## src/rtl/image_mem_arbiter_if.sv

```systemverilog
// image_mem_arbiter_if
//   Bundles the two client ports and the RAM-side port of the image memory
//   arbiter.
//   Port A (display scan-out, read only): a_req, a_addr -> a_gnt, a_rdata, a_rvalid
//   Port B (processing/loader, read/write): b_req, b_we, b_addr, b_wdata
//                                           -> b_gnt, b_rdata, b_rvalid
//   RAM side: mem_we, mem_addr, mem_di -> RAM;  mem_do <- RAM (registered output)
//   Modports: slave  = arbiter view
//             master = environment view (clients plus RAM)
interface image_mem_arbiter_if #(
  parameter int unsigned DATA_W = 24,
  parameter int unsigned ADDR_W = 19
);
  logic              a_req;
  logic [ADDR_W-1:0] a_addr;
  logic              a_gnt;
  logic [DATA_W-1:0] a_rdata;
  logic              a_rvalid;

  logic              b_req;
  logic              b_we;
  logic [ADDR_W-1:0] b_addr;
  logic [DATA_W-1:0] b_wdata;
  logic              b_gnt;
  logic [DATA_W-1:0] b_rdata;
  logic              b_rvalid;

  logic              mem_we;
  logic [ADDR_W-1:0] mem_addr;
  logic [DATA_W-1:0] mem_di;
  logic [DATA_W-1:0] mem_do;

  modport slave (
    input  a_req, a_addr, b_req, b_we, b_addr, b_wdata, mem_do,
    output a_gnt, a_rdata, a_rvalid, b_gnt, b_rdata, b_rvalid,
           mem_we, mem_addr, mem_di
  );

  modport master (
    output a_req, a_addr, b_req, b_we, b_addr, b_wdata, mem_do,
    input  a_gnt, a_rdata, a_rvalid, b_gnt, b_rdata, b_rvalid,
           mem_we, mem_addr, mem_di
  );
endinterface

```

## src/rtl/image_mem_arbiter.sv

```systemverilog
// image_mem_arbiter
//   Shares one single-port, write-first, 1-cycle-latency image RAM between a
//   display reader (port A, normally wins) and a read/write client (port B).
//   After FAIR_N consecutive A grants while B is waiting, B is given a slot.
// Ports:
//   clk   : single clock, rising edge
//   reset : synchronous, active-high
//   bus   : image_mem_arbiter_if.slave (client ports A/B plus RAM port)
// Grants are combinational (0-cycle latency); rvalid flags are registered and
// rdata is the RAM's registered output passed straight through.
module image_mem_arbiter #(
  parameter int unsigned DATA_W = 24,
  parameter int unsigned ADDR_W = 19,
  parameter int unsigned FAIR_N = 4
) (
  input  logic                clk,
  input  logic                reset,
  image_mem_arbiter_if.slave  bus
);

  localparam int unsigned   SW         = $clog2(FAIR_N + 1);
  localparam logic [SW-1:0] STREAK_MAX = SW'(FAIR_N);

  logic [SW-1:0]     streak_q, streak_d;
  logic [ADDR_W-1:0] addr_q, addr_d;
  logic              a_rvalid_q, a_rvalid_d;
  logic              b_rvalid_q, b_rvalid_d;

  logic              a_gnt, b_gnt;
  logic              mem_we;
  logic [DATA_W-1:0] mem_di;

  // Arbitration: A wins contention unless B has already lost FAIR_N times in a row.
  always_comb begin
    a_gnt = 1'b0;
    b_gnt = 1'b0;
    if (!reset) begin
      if (bus.a_req && bus.b_req) begin
        if (streak_q == STREAK_MAX) b_gnt = 1'b1;
        else                        a_gnt = 1'b1;
      end else begin
        a_gnt = bus.a_req;
        b_gnt = bus.b_req;
      end
    end
  end

  // Memory drive; when idle the address bus holds the last granted address.
  always_comb begin
    mem_we = 1'b0;
    mem_di = bus.b_wdata;
    addr_d = addr_q;
    if (a_gnt) begin
      addr_d = bus.a_addr;
    end else if (b_gnt) begin
      addr_d = bus.b_addr;
      mem_we = bus.b_we;
    end
  end

  always_comb begin
    streak_d = streak_q;
    if (b_gnt || !bus.b_req)                   streak_d = '0;
    else if (a_gnt && streak_q != STREAK_MAX)  streak_d = streak_q + SW'(1);
    a_rvalid_d = a_gnt;
    b_rvalid_d = b_gnt && !bus.b_we;
  end

  always_ff @(posedge clk) begin
    if (reset) begin
      streak_q   <= '0;
      addr_q     <= '0;
      a_rvalid_q <= 1'b0;
      b_rvalid_q <= 1'b0;
    end else begin
      streak_q   <= streak_d;
      addr_q     <= addr_d;
      a_rvalid_q <= a_rvalid_d;
      b_rvalid_q <= b_rvalid_d;
    end
  end

  assign bus.a_gnt    = a_gnt;
  assign bus.b_gnt    = b_gnt;
  assign bus.mem_we   = mem_we;
  assign bus.mem_addr = addr_d;
  assign bus.mem_di   = mem_di;
  assign bus.a_rdata  = bus.mem_do;
  assign bus.b_rdata  = bus.mem_do;
  // rvalid is masked by reset so a read granted just before reset never
  // reports data, including in the first reset cycle itself.
  assign bus.a_rvalid = a_rvalid_q && !reset;
  assign bus.b_rvalid = b_rvalid_q && !reset;

endmodule

```

## src/flat_wrapper.sv

```systemverilog
// flat-port wrapper written by rule: the top's interface ports become plain ports
module image_mem_arbiter_flat 
#(
  parameter int unsigned DATA_W = 24,
  parameter int unsigned ADDR_W = 19,
  parameter int unsigned FAIR_N = 4
)
  (clk, reset, bus_a_req, bus_a_addr, bus_b_req, bus_b_we, bus_b_addr, bus_b_wdata, bus_mem_do, bus_a_gnt, bus_a_rdata, bus_a_rvalid, bus_b_gnt, bus_b_rdata, bus_b_rvalid, bus_mem_we, bus_mem_addr, bus_mem_di);
  image_mem_arbiter_if #(.DATA_W(DATA_W), .ADDR_W(ADDR_W)) bus_i ();
  input  logic clk;
  input  logic reset;
  input wire logic [$bits(bus_i.a_req)-1:0] bus_a_req;
  input wire logic [$bits(bus_i.a_addr)-1:0] bus_a_addr;
  input wire logic [$bits(bus_i.b_req)-1:0] bus_b_req;
  input wire logic [$bits(bus_i.b_we)-1:0] bus_b_we;
  input wire logic [$bits(bus_i.b_addr)-1:0] bus_b_addr;
  input wire logic [$bits(bus_i.b_wdata)-1:0] bus_b_wdata;
  input wire logic [$bits(bus_i.mem_do)-1:0] bus_mem_do;
  output wire logic [$bits(bus_i.a_gnt)-1:0] bus_a_gnt;
  output wire logic [$bits(bus_i.a_rdata)-1:0] bus_a_rdata;
  output wire logic [$bits(bus_i.a_rvalid)-1:0] bus_a_rvalid;
  output wire logic [$bits(bus_i.b_gnt)-1:0] bus_b_gnt;
  output wire logic [$bits(bus_i.b_rdata)-1:0] bus_b_rdata;
  output wire logic [$bits(bus_i.b_rvalid)-1:0] bus_b_rvalid;
  output wire logic [$bits(bus_i.mem_we)-1:0] bus_mem_we;
  output wire logic [$bits(bus_i.mem_addr)-1:0] bus_mem_addr;
  output wire logic [$bits(bus_i.mem_di)-1:0] bus_mem_di;
  assign bus_i.a_req = bus_a_req;
  assign bus_i.a_addr = bus_a_addr;
  assign bus_i.b_req = bus_b_req;
  assign bus_i.b_we = bus_b_we;
  assign bus_i.b_addr = bus_b_addr;
  assign bus_i.b_wdata = bus_b_wdata;
  assign bus_i.mem_do = bus_mem_do;
  assign bus_a_gnt = bus_i.a_gnt;
  assign bus_a_rdata = bus_i.a_rdata;
  assign bus_a_rvalid = bus_i.a_rvalid;
  assign bus_b_gnt = bus_i.b_gnt;
  assign bus_b_rdata = bus_i.b_rdata;
  assign bus_b_rvalid = bus_i.b_rvalid;
  assign bus_mem_we = bus_i.mem_we;
  assign bus_mem_addr = bus_i.mem_addr;
  assign bus_mem_di = bus_i.mem_di;
  image_mem_arbiter #(.DATA_W(DATA_W), .ADDR_W(ADDR_W), .FAIR_N(FAIR_N)) u_core (.clk(clk), .reset(reset), .bus(bus_i));
endmodule
```

## config.mk

```make
export PLATFORM = sky130hd
export DESIGN_NAME = image_mem_arbiter_flat
export DESIGN_NICKNAME = d
export VERILOG_FILES = /design/src/rtl/image_mem_arbiter_if.sv /design/src/rtl/image_mem_arbiter.sv /design/src/flat_wrapper.sv
export SDC_FILE = /design/constraint.sdc
export NUM_CORES = 1
export LEC_CHECK = 0
export CAP_MARGIN = 40
export CORE_MARGIN = 2
export CORE_UTILIZATION = 33
export CTS_CLUSTER_DIAMETER = 120
export DETAILED_ROUTE_END_ITERATION = 12
export GPL_TIMING_DRIVEN = 0
export PLACE_DENSITY = 0.91
export SLEW_MARGIN = 20
export SYNTH_ARGS = -nofsm -noshare
export SYNTH_HDL_FRONTEND = slang
export SYNTH_SLANG_ARGS = --single-unit
```

## constraint.sdc

```tcl
create_clock -name clk -period 2.7 [get_ports clk]
set_input_delay 0.27 -clock clk [delete_from_list [all_inputs] [get_ports clk]]
set_output_delay 0.27 -clock clk [all_outputs]
set_load 0.1 [all_outputs]
```

==> results_tabular.tex <==
\begin{tabular}{lr}
\hline
Metric & Value \\
\hline
\multicolumn{2}{l}{\textbf{Status}} \\
Status & finished, final reports clean \\
\multicolumn{2}{l}{\textbf{Finish}} \\
Area growth from synthesis to layout & 160.2\% \\
Utilization of the core after routing & 90.35\% \\
Final instance area & 5036 um\^{}2 \\
Number of antenna diodes & 0 \\
Number of nets at the end of the flow & 556 \\
Final instance count without filler cells & 534 \\
Share of cells above drive strength 1 & 46.97\% \\
\multicolumn{2}{l}{\textbf{Global route}} \\
GRT Max-Usage Layer & met2 \\
Global-route wire length before repair & 15,650 um \\
Met1 usage in global routing & 30.98\% \\
Largest net degree at the start of global routing & 14 \\
Antenna violations before repair & 0 \\
Global Route met2 Usage & 61.50\% \\
Vias in the first global route & 3,117 \\
Total overflow reported by the global router & 0 \\
Gr usage total & 31.51\% \\
M3 GR Usage & 4.719\% \\
\multicolumn{2}{l}{\textbf{Die}} \\
Ports placed on the boundary & 187 \\
Floorplan core area & approximately 5600 um\^{}2 \\
Area of the die & 6494 um\^{}2 \\
Die outline height & 80.59 um \\
Chip Width & 80.59 um \\
Core Rows & 27 \\
Starting density of the core & 34.73\% \\
\multicolumn{2}{l}{\textbf{Setup path}} \\
Largest fanout of any net on the critical path & 4 \\
CP endpoint kind & primary output \\
Slowest CP cell & sky130\_fd\_sc\_hd\_\_dfxtp\_2 \\
Crit path DAT & approximately 2.4 ns \\
Cell Chain, Critical Path & inv\_1 > ha\_2 > a21boi\_2 > dlymetal6s2s\_1 > buf\_4 > o21ai\_0 > a31oi\_2 > dlygate4sd2\_1 > buf\_16 \\
Family with the most delay on the worst path & buffers and inverters \\
Crit-path max cell delay & between 0.3 and 0.4 ns \\
Worst Setup Path Type & flop to primary output \\
Required time reported for the critical path endpoint & 2.43 ns \\
Critical Path Start Type & flop \\
Count of buffer and inverter cells on the critical path & 5 \\
\multicolumn{2}{l}{\textbf{Synth}} \\
Complex-gate fraction of the synthesized area & 20.23\% \\
Xor/xnor share of the synthesized area & 0\% \\
Total nets after synthesis & 327 \\
Cell area after synthesis & 1936 um\^{}2 \\
Synthesized area per cell & 8.272 um\^{}2 \\
Number of unique standard cell types used by synthesis & 25 \\
Share of Yosys cell area claimed by the top area cell type & between 20\% and 30\% \\
Share of synthesized cell area in full adder, half adder and majority cells & 1.293\% \\
Synthesis-stage register bit count & 24 \\
Count of warnings emitted by yosys & 0 \\
Cell type with the largest total area after synthesis & sky130\_fd\_sc\_hd\_\_buf\_4 \\
Fraction of the mapped netlist area in simple logic gates & 18.23\% \\
Leading post-synthesis cells by cell area & sky130\_fd\_sc\_hd\_\_buf\_4 28\%, sky130\_fd\_sc\_hd\_\_dfxtp\_1 25\%, sky130\_fd\_sc\_hd\_\_a311oi\_1 8.6\% \\
Largest family of logic cells by synthesized area & buffers and inverters \\
Share of the yosys chip area belonging to registers & between 20\% and 30\% \\
Cells after synthesis & 234 \\
Fraction of synthesized area in multiplexers & 0.5171\% \\
\multicolumn{2}{l}{\textbf{STA}} \\
Remaining max-slew budget at the tightest pin & 60.70\% \\
Part of the cycle the worst path needs & 97.57\% \\
Post-layout min period & 2.635 ns \\
Smallest setup slack after layout & $\sim$0.065 ns \\
Pins over their slew limit & 0 \\
Hold Fails Final Rpt & 0 \\
Worst clock skew & 0.003245 ns \\
Final Setup Violations & 0 \\
Total negative slack & 0 ns \\
Final worst hold slack & 0.4418 ns \\
Max Freq & 0.3796 GHz \\
Worst Max-Slew Pin Slew & just under 0.6 ns \\
\multicolumn{2}{l}{\textbf{Clocking}} \\
TritonCTS clock tree & done \\
Number of hold buffers added after cts & 0 \\
Clock latency of the later-clocked register in the worst-skew pair & approximately 0.27 ns \\
Number of buffers added by the clock tree synthesis step & 3 \\
Clock buffer depth & 2 \\
Reg clk slew, reported paths & 0.09 ns \\
Clock Sinks & 24 \\
Number of H-tree levels & 1 \\
Root Buffer Master & sky130\_fd\_sc\_hd\_\_clkbuf\_8 \\
\multicolumn{2}{l}{\textbf{Routing}} \\
DRC violation count after routing & 0 \\
Via count & 2,769 \\
Wire length after detailed routing & slightly above 10,000 um \\
DRT Pass-1 Iters & 4 \\
Initial detailed-routing violation count & 219 \\
Routed length per instance & 19.12 um \\
Final ANT Viol Nets & 0 \\
Via density & about 5.2 \\
\multicolumn{2}{l}{\textbf{Place}} \\
Number of input and output port buffers inserted & 138 \\
Post-Place Cells & 540 \\
Total cell area at the placement stage & 4995 um\^{}2 \\
Placer congestion estimate & between 0.7 and 0.8 \\
HPWL Detailed & 8328 um \\
Worst setup timing slack at the placement stage & -0.2639 ns \\
\multicolumn{2}{l}{\textbf{Flow run}} \\
Max-cap check violation count & 0 \\
\multicolumn{2}{l}{\textbf{Pwr}} \\
Overall power after layout & 2.104 mW \\
Power per standard cell area & 417.7 nW/um\^{}2 \\
Static leakage power & approximately 2.1 nW \\
Worst IR Drop VDD & 0.2698 mV \\
\multicolumn{2}{l}{\textbf{Min path}} \\
Worst hold path class & flop to flop \\
\hline
\end{tabular}
-- power breakdown --
part | switching (mW) | internal, mW
Combinational | 0.902 | 0.558
Sequential | 0.00786 | 0.377
Clock | 0.128 | 0.131
Total | 1.04 | 1.07
-- worst register-to-register path: cells and delay by family, from the launching register on --
family,cells,cell delay [ns]
buffers and inverters,3,0.40
DFF,1,0.36
adders and majority gates,1,0.20
AOI/OAI and AO/OA,3,0.85
-- worst paths after layout --
path	startpoint	end	slack, ns	cells past startpoint
hold / removal	u_core.streak_q[0]	u_core.streak_q[0]	0.44	1
setup / recovery	u_core.streak_q[0]	bus_mem_addr[11]	0.07	9
setup reg to reg	u_core.streak_q[0]	u_core.addr_q[6]	0.78	7
hold reg to reg	u_core.streak_q[0]	u_core.streak_q[0]	0.44	1
-- synth_stat cells --
cell and n:
sky130_fd_sc_hd__a21boi_2 1, sky130_fd_sc_hd__a311oi_1 19, sky130_fd_sc_hd__a31oi_1 19, sky130_fd_sc_hd__and2_1 1, sky130_fd_sc_hd__and3_1 1, sky130_fd_sc_hd__buf_2 7
sky130_fd_sc_hd__buf_4 73, sky130_fd_sc_hd__buf_6 2, sky130_fd_sc_hd__clkbuf_1 7, sky130_fd_sc_hd__dfxtp_1 24, sky130_fd_sc_hd__dlymetal6s2s_1 2, sky130_fd_sc_hd__ha_1 2
sky130_fd_sc_hd__inv_1 5, sky130_fd_sc_hd__mux2i_1 1, sky130_fd_sc_hd__nand2_1 1, sky130_fd_sc_hd__nand2b_1 1, sky130_fd_sc_hd__nand2b_4 1, sky130_fd_sc_hd__nand4b_1 1
sky130_fd_sc_hd__nor2_1 4, sky130_fd_sc_hd__nor2b_1 2, sky130_fd_sc_hd__nor3_1 20, sky130_fd_sc_hd__nor3b_1 1, sky130_fd_sc_hd__o21ai_0 19, sky130_fd_sc_hd__or2_1 1
sky130_fd_sc_hd__or3b_1 19
-- area by class of cell --
cell class,instances,area [um^2]
repair buffers,224,2811
flip-flops and latches,24,481.7
multi-input cells,114,908.4
clock buffers,4,55.05
fillers,223,538.0
inverters,5,18.77
plain buffers,91,670.6
well taps,72,90.09
-- cells in the final DEF, fill, tap and decap left out, types with 2 or more instances in the layout --
master	count
sky130_fd_sc_hd__buf_8	77
sky130_fd_sc_hd__nor3_1	19
sky130_fd_sc_hd__o21ai_0	18
sky130_fd_sc_hd__dfxtp_1	23
sky130_fd_sc_hd__buf_4	83
sky130_fd_sc_hd__nor2b_1	2
sky130_fd_sc_hd__a31oi_2	19
sky130_fd_sc_hd__clkdlybuf4s50_1	119
sky130_fd_sc_hd__inv_1	5
sky130_fd_sc_hd__or3b_1	19
sky130_fd_sc_hd__nor2_1	3
sky130_fd_sc_hd__clkbuf_8	4
sky130_fd_sc_hd__buf_6	3
sky130_fd_sc_hd__buf_12	17
sky130_fd_sc_hd__clkbuf_2	2
sky130_fd_sc_hd__buf_2	4
sky130_fd_sc_hd__a311oi_1	19
sky130_fd_sc_hd__clkbuf_1	5
sky130_fd_sc_hd__dlymetal6s2s_1	2
sky130_fd_sc_hd__buf_16	2
-- cell families (layout without fill, tap and decap cells) --
group	count (synthesis)	count (layout)
flip-flops	24	24
buffers and inverters	96	324
AND/OR/NAND/NOR	53	53
adder cells (fa/ha/maj)	2	2
AO/OA/AOI/OAI	58	58
multiplexers	1	1
-- sequential cells by signal, summed over array words and instances, names as in the netlist --
signal,count
u_core.a_rvalid_q,1
u_core.addr_q,19
u_core.b_rvalid_q,1
u_core.streak_q,3
-- metal layers --
layer / share of wire (%) / up-vias
met5: 0 / -
met4: 5.2 / 0
met3: 7.0 / 43
met2: 56 / 181
met1: 32 / 1314
li1: - / 1231
-- what timing repair did --
action | 4_1_cts | 5_1_grt
resized for setup | 24 | 5
endpoints found under the setup margin | 21 | 3
pin swaps | 1 | 0
gates cloned | 0 | 0
setup buffers | 4 | 4
(Power assumes the default switching activity.)
